[src/rtl/rv_lsu.sv]
// Load/store unit stage for a small RV32 pipeline.
// Captures the execute-stage result, issues one data-bus access per memory
// instruction, and holds the pipeline (o_stall) until the bus acknowledges.
// Non-memory instructions pass through in a single cycle.
//
// Bus handshake: o_dbus_req is held high, together with stable
// o_dbus_we/o_dbus_addr/o_dbus_sel/o_dbus_wdata, from the cycle after the
// instruction is captured until the cycle in which i_dbus_ack=1. The transfer
// completes on that rising edge; i_dbus_err and i_dbus_rdata are only looked
// at while i_dbus_ack=1. o_dbus_req drops in the following cycle.
module rv_lsu (
  input  logic        i_clk,
  input  logic        i_reset_n,
  input  logic        i_flush,
  input  logic [31:0] i_alu_result,
  input  logic [31:0] i_rs2_val,
  input  logic [4:0]  i_rd,
  input  logic [31:2] i_pc_p4,
  input  logic [1:0]  i_res_src,
  input  logic [2:0]  i_funct3,
  input  logic        i_reg_write,
  input  logic        i_mem_read,
  input  logic        i_mem_write,
  output logic        o_stall,
  output logic [4:0]  o_rd,
  output logic [31:2] o_pc_p4,
  output logic [1:0]  o_res_src,
  output logic [31:0] o_alu_result,
  output logic        o_reg_write,
  output logic [31:0] o_load_data,
  output logic        o_misaligned,
  output logic        o_fault,
  output logic        o_dbus_req,
  output logic        o_dbus_we,
  output logic [31:2] o_dbus_addr,
  output logic [3:0]  o_dbus_sel,
  output logic [31:0] o_dbus_wdata,
  input  logic        i_dbus_ack,
  input  logic        i_dbus_err,
  input  logic [31:0] i_dbus_rdata
);

  typedef enum logic {
    S_IDLE = 1'b0,
    S_REQ  = 1'b1
  } state_e;

  state_e      state_q, state_d;

  // Stage registers (pipeline payload of the instruction sitting here).
  logic [4:0]  rd_q, rd_d;
  logic [31:2] pc_p4_q, pc_p4_d;
  logic [1:0]  res_src_q, res_src_d;
  logic [31:0] alu_result_q, alu_result_d;
  logic [2:0]  funct3_q, funct3_d;
  logic        reg_write_q, reg_write_d;
  logic        mem_read_q, mem_read_d;
  logic        mem_write_q, mem_write_d;
  logic        fault_q, fault_d;

  // Request registers: drive the bus for the whole transfer, independent of
  // the stage registers so a flush cannot disturb an in-flight access.
  logic        req_we_q, req_we_d;
  logic [31:2] req_addr_q, req_addr_d;
  logic [3:0]  req_sel_q, req_sel_d;
  logic [31:0] req_wdata_q, req_wdata_d;

  // Raw read data returned by the last completed load.
  logic [31:0] r_rdata_q, r_rdata_d;

  logic        stalled;
  logic        mem_live;
  logic        new_mem;
  logic        new_aligned;
  logic [3:0]  new_sel;
  logic [31:0] new_wdata;
  logic [7:0]  lane_byte;
  logic [15:0] lane_half;

  // Natural alignment for the access size encoded in funct3[1:0].
  function automatic logic is_aligned(input logic [1:0] size, input logic [1:0] addr);
    logic ok;
    case (size)
      2'b00:   ok = 1'b1;
      2'b01:   ok = (addr[0] == 1'b0);
      default: ok = (addr == 2'b00);
    endcase
    return ok;
  endfunction

  assign stalled     = (state_q == S_REQ);
  assign mem_live    = mem_read_q | mem_write_q;
  assign new_mem     = i_mem_read | i_mem_write;
  assign new_aligned = is_aligned(i_funct3[1:0], i_alu_result[1:0]);

  // Byte lanes and write data of the incoming instruction's bus access.
  always_comb begin
    new_sel   = 4'b1111;
    new_wdata = 32'h0;
    if (i_mem_write) begin
      case (i_funct3[1:0])
        2'b00: begin
          new_sel   = 4'b0001 << i_alu_result[1:0];
          new_wdata = {4{i_rs2_val[7:0]}};
        end
        2'b01: begin
          new_sel   = i_alu_result[1] ? 4'b1100 : 4'b0011;
          new_wdata = {2{i_rs2_val[15:0]}};
        end
        default: begin
          new_sel   = 4'b1111;
          new_wdata = i_rs2_val;
        end
      endcase
    end
  end

  // Next-state: stage load/flush, FSM, request capture and read-data latch.
  always_comb begin
    state_d      = state_q;
    rd_d         = rd_q;
    pc_p4_d      = pc_p4_q;
    res_src_d    = res_src_q;
    alu_result_d = alu_result_q;
    funct3_d     = funct3_q;
    reg_write_d  = reg_write_q;
    mem_read_d   = mem_read_q;
    mem_write_d  = mem_write_q;
    fault_d      = fault_q;
    req_we_d     = req_we_q;
    req_addr_d   = req_addr_q;
    req_sel_d    = req_sel_q;
    req_wdata_d  = req_wdata_q;
    r_rdata_d    = r_rdata_q;

    // Flush wins over load and also applies while a transfer is pending.
    if (i_flush) begin
      rd_d         = 5'd0;
      pc_p4_d      = 30'd0;
      res_src_d    = 2'd0;
      alu_result_d = 32'h0;
      funct3_d     = 3'd0;
      reg_write_d  = 1'b0;
      mem_read_d   = 1'b0;
      mem_write_d  = 1'b0;
      fault_d      = 1'b0;
    end else if (!stalled) begin
      rd_d         = i_rd;
      pc_p4_d      = i_pc_p4;
      res_src_d    = i_res_src;
      alu_result_d = i_alu_result;
      funct3_d     = i_funct3;
      reg_write_d  = i_reg_write;
      mem_read_d   = i_mem_read;
      mem_write_d  = i_mem_write;
      fault_d      = 1'b0;
    end

    case (state_q)
      S_IDLE: begin
        if (!i_flush && new_mem && new_aligned) begin
          state_d     = S_REQ;
          req_we_d    = i_mem_write;
          req_addr_d  = i_alu_result[31:2];
          req_sel_d   = new_sel;
          req_wdata_d = new_wdata;
        end
      end
      S_REQ: begin
        if (i_dbus_ack) begin
          state_d = S_IDLE;
          // A flushed access still completes on the bus, but its result
          // (data or error) no longer belongs to anything in the stage.
          if (mem_live && !i_flush) begin
            fault_d = i_dbus_err;
            if (!req_we_q && !i_dbus_err) begin
              r_rdata_d = i_dbus_rdata;
            end
          end
        end
      end
      default: state_d = S_IDLE;
    endcase
  end

  // State, stage, request and read-data registers.
  always_ff @(posedge i_clk or negedge i_reset_n) begin
    if (!i_reset_n) begin
      state_q      <= S_IDLE;
      rd_q         <= 5'd0;
      pc_p4_q      <= 30'd0;
      res_src_q    <= 2'd0;
      alu_result_q <= 32'h0;
      funct3_q     <= 3'd0;
      reg_write_q  <= 1'b0;
      mem_read_q   <= 1'b0;
      mem_write_q  <= 1'b0;
      fault_q      <= 1'b0;
      req_we_q     <= 1'b0;
      req_addr_q   <= 30'd0;
      req_sel_q    <= 4'd0;
      req_wdata_q  <= 32'h0;
      r_rdata_q    <= 32'h0;
    end else begin
      state_q      <= state_d;
      rd_q         <= rd_d;
      pc_p4_q      <= pc_p4_d;
      res_src_q    <= res_src_d;
      alu_result_q <= alu_result_d;
      funct3_q     <= funct3_d;
      reg_write_q  <= reg_write_d;
      mem_read_q   <= mem_read_d;
      mem_write_q  <= mem_write_d;
      fault_q      <= fault_d;
      req_we_q     <= req_we_d;
      req_addr_q   <= req_addr_d;
      req_sel_q    <= req_sel_d;
      req_wdata_q  <= req_wdata_d;
      r_rdata_q    <= r_rdata_d;
    end
  end

  // Load result: pick the addressed lane, then sign- or zero-extend.
  always_comb begin
    case (alu_result_q[1:0])
      2'b00:   lane_byte = r_rdata_q[7:0];
      2'b01:   lane_byte = r_rdata_q[15:8];
      2'b10:   lane_byte = r_rdata_q[23:16];
      default: lane_byte = r_rdata_q[31:24];
    endcase
    lane_half = alu_result_q[1] ? r_rdata_q[31:16] : r_rdata_q[15:0];
    case (funct3_q)
      3'b000:  o_load_data = {{24{lane_byte[7]}}, lane_byte};
      3'b100:  o_load_data = {24'h0, lane_byte};
      3'b001:  o_load_data = {{16{lane_half[15]}}, lane_half};
      3'b101:  o_load_data = {16'h0, lane_half};
      default: o_load_data = r_rdata_q;
    endcase
  end

  assign o_stall      = stalled;
  assign o_rd         = rd_q;
  assign o_pc_p4      = pc_p4_q;
  assign o_res_src    = res_src_q;
  assign o_alu_result = alu_result_q;
  assign o_misaligned = mem_live && !is_aligned(funct3_q[1:0], alu_result_q[1:0]);
  assign o_fault      = fault_q;
  assign o_reg_write  = reg_write_q && !o_misaligned && !fault_q;
  assign o_dbus_req   = stalled;
  assign o_dbus_we    = req_we_q;
  assign o_dbus_addr  = req_addr_q;
  assign o_dbus_sel   = req_sel_q;
  assign o_dbus_wdata = req_wdata_q;

endmodule

[config.mk]
export PLATFORM = sky130hd
export DESIGN_NAME = rv_lsu
export DESIGN_NICKNAME = d
export VERILOG_FILES = /design/src/rtl/rv_lsu.sv
export SDC_FILE = /design/constraint.sdc
export NUM_CORES = 1
export LEC_CHECK = 0
export BUFFER_PORTS_ARGS = -buffer_cell sky130_fd_sc_hd__buf_2
export CAP_MARGIN = 20
export CORE_AREA = 2 2 132 134
export CTS_CLUSTER_SIZE = 24
export DETAILED_ROUTE_END_ITERATION = 10
export DIE_AREA = 0 0 134 136
export PLACE_DENSITY = 0.82
export SYNTH_ARGS = -nofsm -noshare
export SYNTH_HDL_FRONTEND = slang
export SYNTH_SLANG_ARGS = --single-unit
[constraint.sdc]
create_clock -name i_clk -period 2.05 [get_ports i_clk]
set_input_delay 0 -clock i_clk [delete_from_list [all_inputs] [get_ports i_clk]]
set_output_delay 0 -clock i_clk [all_outputs]
set_load 0.02 [all_outputs]
==> results.py <==
metrics = {
    "run_status": {
        "outcome": "completed",
    },
    "timing": {
        "max-slew-margin-rel_pct": 52.6,
        "hold_viol_final": 0,
        "min_period_ps": 1980,
        "slew_violations": 0,
        "timing.final.crit_share_pct": 96.5,
        "fin_ws_ps": 71.8,
        "fin_tns_setup_ps": 0,
        "fin_worst_skew_ps": 10.2,
        "final-setup-viol-count": 0,
        "fmax_mhz": 506,
        "worstMarginPinSlew_ps": 711,
    },
    "final_layout": {
        "final_area_um2": 12000,
        "drive_gt1_share_pct": 38.8,
        "stdcell_count": 1338,
        "multiInputGateArea_um2": 3350,
        "nNetsFinal": 1243,
        "syn_to_final_growth_pct": 48.6,
        "seq_area_um2": 4410,
        "nFillCells": 1119,
    },
    "floorplanning": {
        "fp.dieH_um": 136,
        "pin_count": 317,
        "die_w_um": 134,
        "rows": 48,
        "die_area_um2": 18200,
        "start_util_pct": 47.8,
        "core_area_um2": 16900,
    },
    "worst_setup_path": {
        "start_kind": "register",
        "cp_top_family": "buffers and inverters",
        "rr_worst_depth": 4,
        "reg2reg_from": "o_dbus_req",
        "required_ps": 2050,
        "cp-endpoint": "o_load_data[2]",
        "cp_num_buf_inv": 3,
        "arrival_ps": 1980,
        "slowest_stage": "dfrtp_1",
        "reg2reg_to": "o_dbus_addr[14]",
        "cp-end-kind": "primary output",
        "crit_cells": 5,
        "cp-startpoint": "funct3_q[0]",
        "worstSetupPathType": "reg2out",
        "crit_fanout": 10,
        "timing.critical_path.cells": "inv_2, nor2_1, buf_4, a311oi_1, buf_2",
        "critical-path-max-stage-delay_ps": 460,
        "reg2reg_slack_ps": 320,
    },
    "placed_design": {
        "placedCellCount": 1162,
        "portBuffers": 316,
        "dpl_cell_area_um2": 9930,
        "pre_cts_ws_ps": 316,
        "routabilityCongestion": 0.878,
        "dp_hpwl_um": 15600,
    },
    "global_route": {
        "gr-total-overflow": 0,
        "grt_usage_pct": 28.3,
        "grt_pass1_wl_um": 40200,
        "first_global_vias": 7528,
        "grt_max_degree": 68,
        "antenna_found_initial": 1,
    },
    "yosys": {
        "netlist_instances": 645,
        "synth_edf_count": 0,
        "ys_types": 46,
        "synth.avg_cell_area_um2": 12.5,
        "ys.flop_type": "dfrtp_1",
        "ys_ff_latch": 176,
        "synthesis.area_um2": 8060,
        "syn_nets": 789,
        "ys_seq_area_share_pct": 54.6,
        "ys.warnings.count": 0,
        "synthArstFlopShare_pct": 100,
    },
    "clock_network": {
        "cts_tree": "yes",
        "path_clk_slew_ps": 80,
        "htreeDepth": 4,
        "cts_root_buffer": "clkbuf_16",
        "cts_setup_buffers": 0,
        "clkSinkCount": 176,
        "clk_path_buf_depth": 2,
        "clk_latency_ps": 420,
        "cts_buffers": 17,
    },
    "drt": {
        "routed_wl_um": 25600,
        "via_per_inst": 5.42,
        "routedWlPerCell_um": 19.1,
        "dr.pass1.iters": 5,
        "drc": 0,
        "drt_iter0_drc": 422,
        "via_count": 7252,
        "ant_nets": 0,
    },
    "power": {
        "p_leak_nw": 6.01,
        "power_density_nw_per_um2": 932,
        "ir_worst_vdd_v": 0.000566,
    },
    "job": {
        "maxCapViolCount": 0,
    },
    "hold_path": {
        "hold_class": "in2async",
    },
}
[metrics by stage]
step / utilization (%) / hold slack, ps / total power [mW]
after CTS: 70.9 / 98.1 / 11.1
after global routing: 71.0 / 140 / 11.6
after floorplan: - / -296 / 6.47
after detailed placement: 58.8 / -10.5 / 7.67
after global placement: 58.8 / -12.1 / 7.59
final: 71.0 / 104 / 11.2
[power breakdown]
group	switching, mW	internal, mW	leakage (nW)
clock network	1.58	1.64	0.287
registers	0.452	4.07	2.25
logic	1.93	1.49	3.48
[cell type report]
class	count	share of cell area (%)
Multi-Input combinational cell	407	28.0
Sequential cell	176	36.8
Clock buffer	17	3.55
Tap cell	225	2.35
Clock inverter	15	1.42
Inverter	11	0.345
Antenna cell	1	0.0209
Timing Repair Buffer	486	27.5
[worst reg2reg max path: stages (launching register included)]
cell	delay, ps
dfrtp_4	540
nor2_2	200
o221ai_4	260
buf_12	270
mux2_1	350
[kinds of logic (layout without fill, tap and decap cells)]
group | count (synthesis) | after routing | synth area share, %
AND/OR/NAND/NOR | 127 | 127 | 6.99
buffers and inverters | 62 | 529 | 3.88
multiplexers | 173 | 173 | 24.1
AO/OA/AOI/OAI | 107 | 107 | 10.4
flip-flops | 176 | 176 | 54.6
other | 0 | 1 | 0
[routing by layer]
metal | global-route usage (%) | vias up | part of all wire (%)
met5 | 0 | - | 0
met4 | 12.5 | 0 | 3.5
met3 | 5.52 | 68 | 6.5
met2 | 49.0 | 371 | 51
met1 | 34.4 | 3573 | 39
li1 | - | 3240 | -
[repair_timing]
item,4_1_cts,5_1_grt
endpoints found under the setup margin,9,27
gates resized for setup,2,6
hold endpoints to repair,324,0
hold buffers,143,0
[cells in the mapped netlist, types with 2 or more instances]
cell type  number  area share [%]
mux4_1          2            0.65
mux2i_1       102              13
nor2_1         89             4.1
a22oi_1         7            0.65
clkbuf_1       14            0.65
and2b_1         7            0.65
buf_6           4            0.56
o21ai_0        11            0.68
nor3b_1         3            0.28
dfrtp_1       176              55
mux4_2          5             1.4
mux2_4         10             1.9
inv_1           9            0.42
a21oi_1        19             1.2
a22o_1         16             1.7
nor2_2          2            0.16
buf_4           5            0.47
mux2_1         28             3.9
buf_1           3            0.14
a2bb2oi_1      11             1.2
o2bb2ai_1      16             1.7
buf_2          24             1.5
o221ai_1        8            0.87
nand2_1        17            0.79
a311oi_1        7            0.76
mux2_2         26             3.6
nor2b_1         3            0.23
nand2b_1        2            0.16
o32a_1          2            0.25
[worst min path at each step]
stage	start	to	slack, ps
after floorplan	i_reset_n	funct3_q[0]	-300
after global placement	i_reset_n	o_pc_p4[14]	-10
after detailed placement	i_reset_n	o_pc_p4[14]	-10
after CTS	i_reset_n	o_pc_p4[14]	100
after global routing	i_reset_n	o_pc_p4[13]	140
final	i_reset_n	o_pc_p4[13]	100
[sequential cells by signal (all words and copies together), names as in the netlist]
name	cells
o_dbus_addr	30
o_dbus_sel	4
o_alu_result	32
mem_read_q	1
funct3_q	3
r_rdata_q	32
o_rd	5
o_dbus_we	1
mem_write_q	1
o_fault	1
o_dbus_req	1
o_dbus_wdata	32
reg_write_q	1
o_res_src	2
o_pc_p4	30
[layout by cell type, fill, tap and decap left out, drive strengths merged, types with 2 or more instances in the layout]
cell	count
dfrtp	176
o21ai	12
o2bb2ai	16
nor2	91
clkinv	8
nand2b	3
a21oi	20
a22oi	8
dlygate4sd3	143
mux2i	102
buf	343
a311oi	7
inv	17
a22o	16
o221ai	9
o32a	2
mux2	64
nor3b	3
and2b	7
nor2b	3
nand2	17
clkbuf	17
mux4	7
a2bb2oi	11
Power figures use the tool's default switching activity.
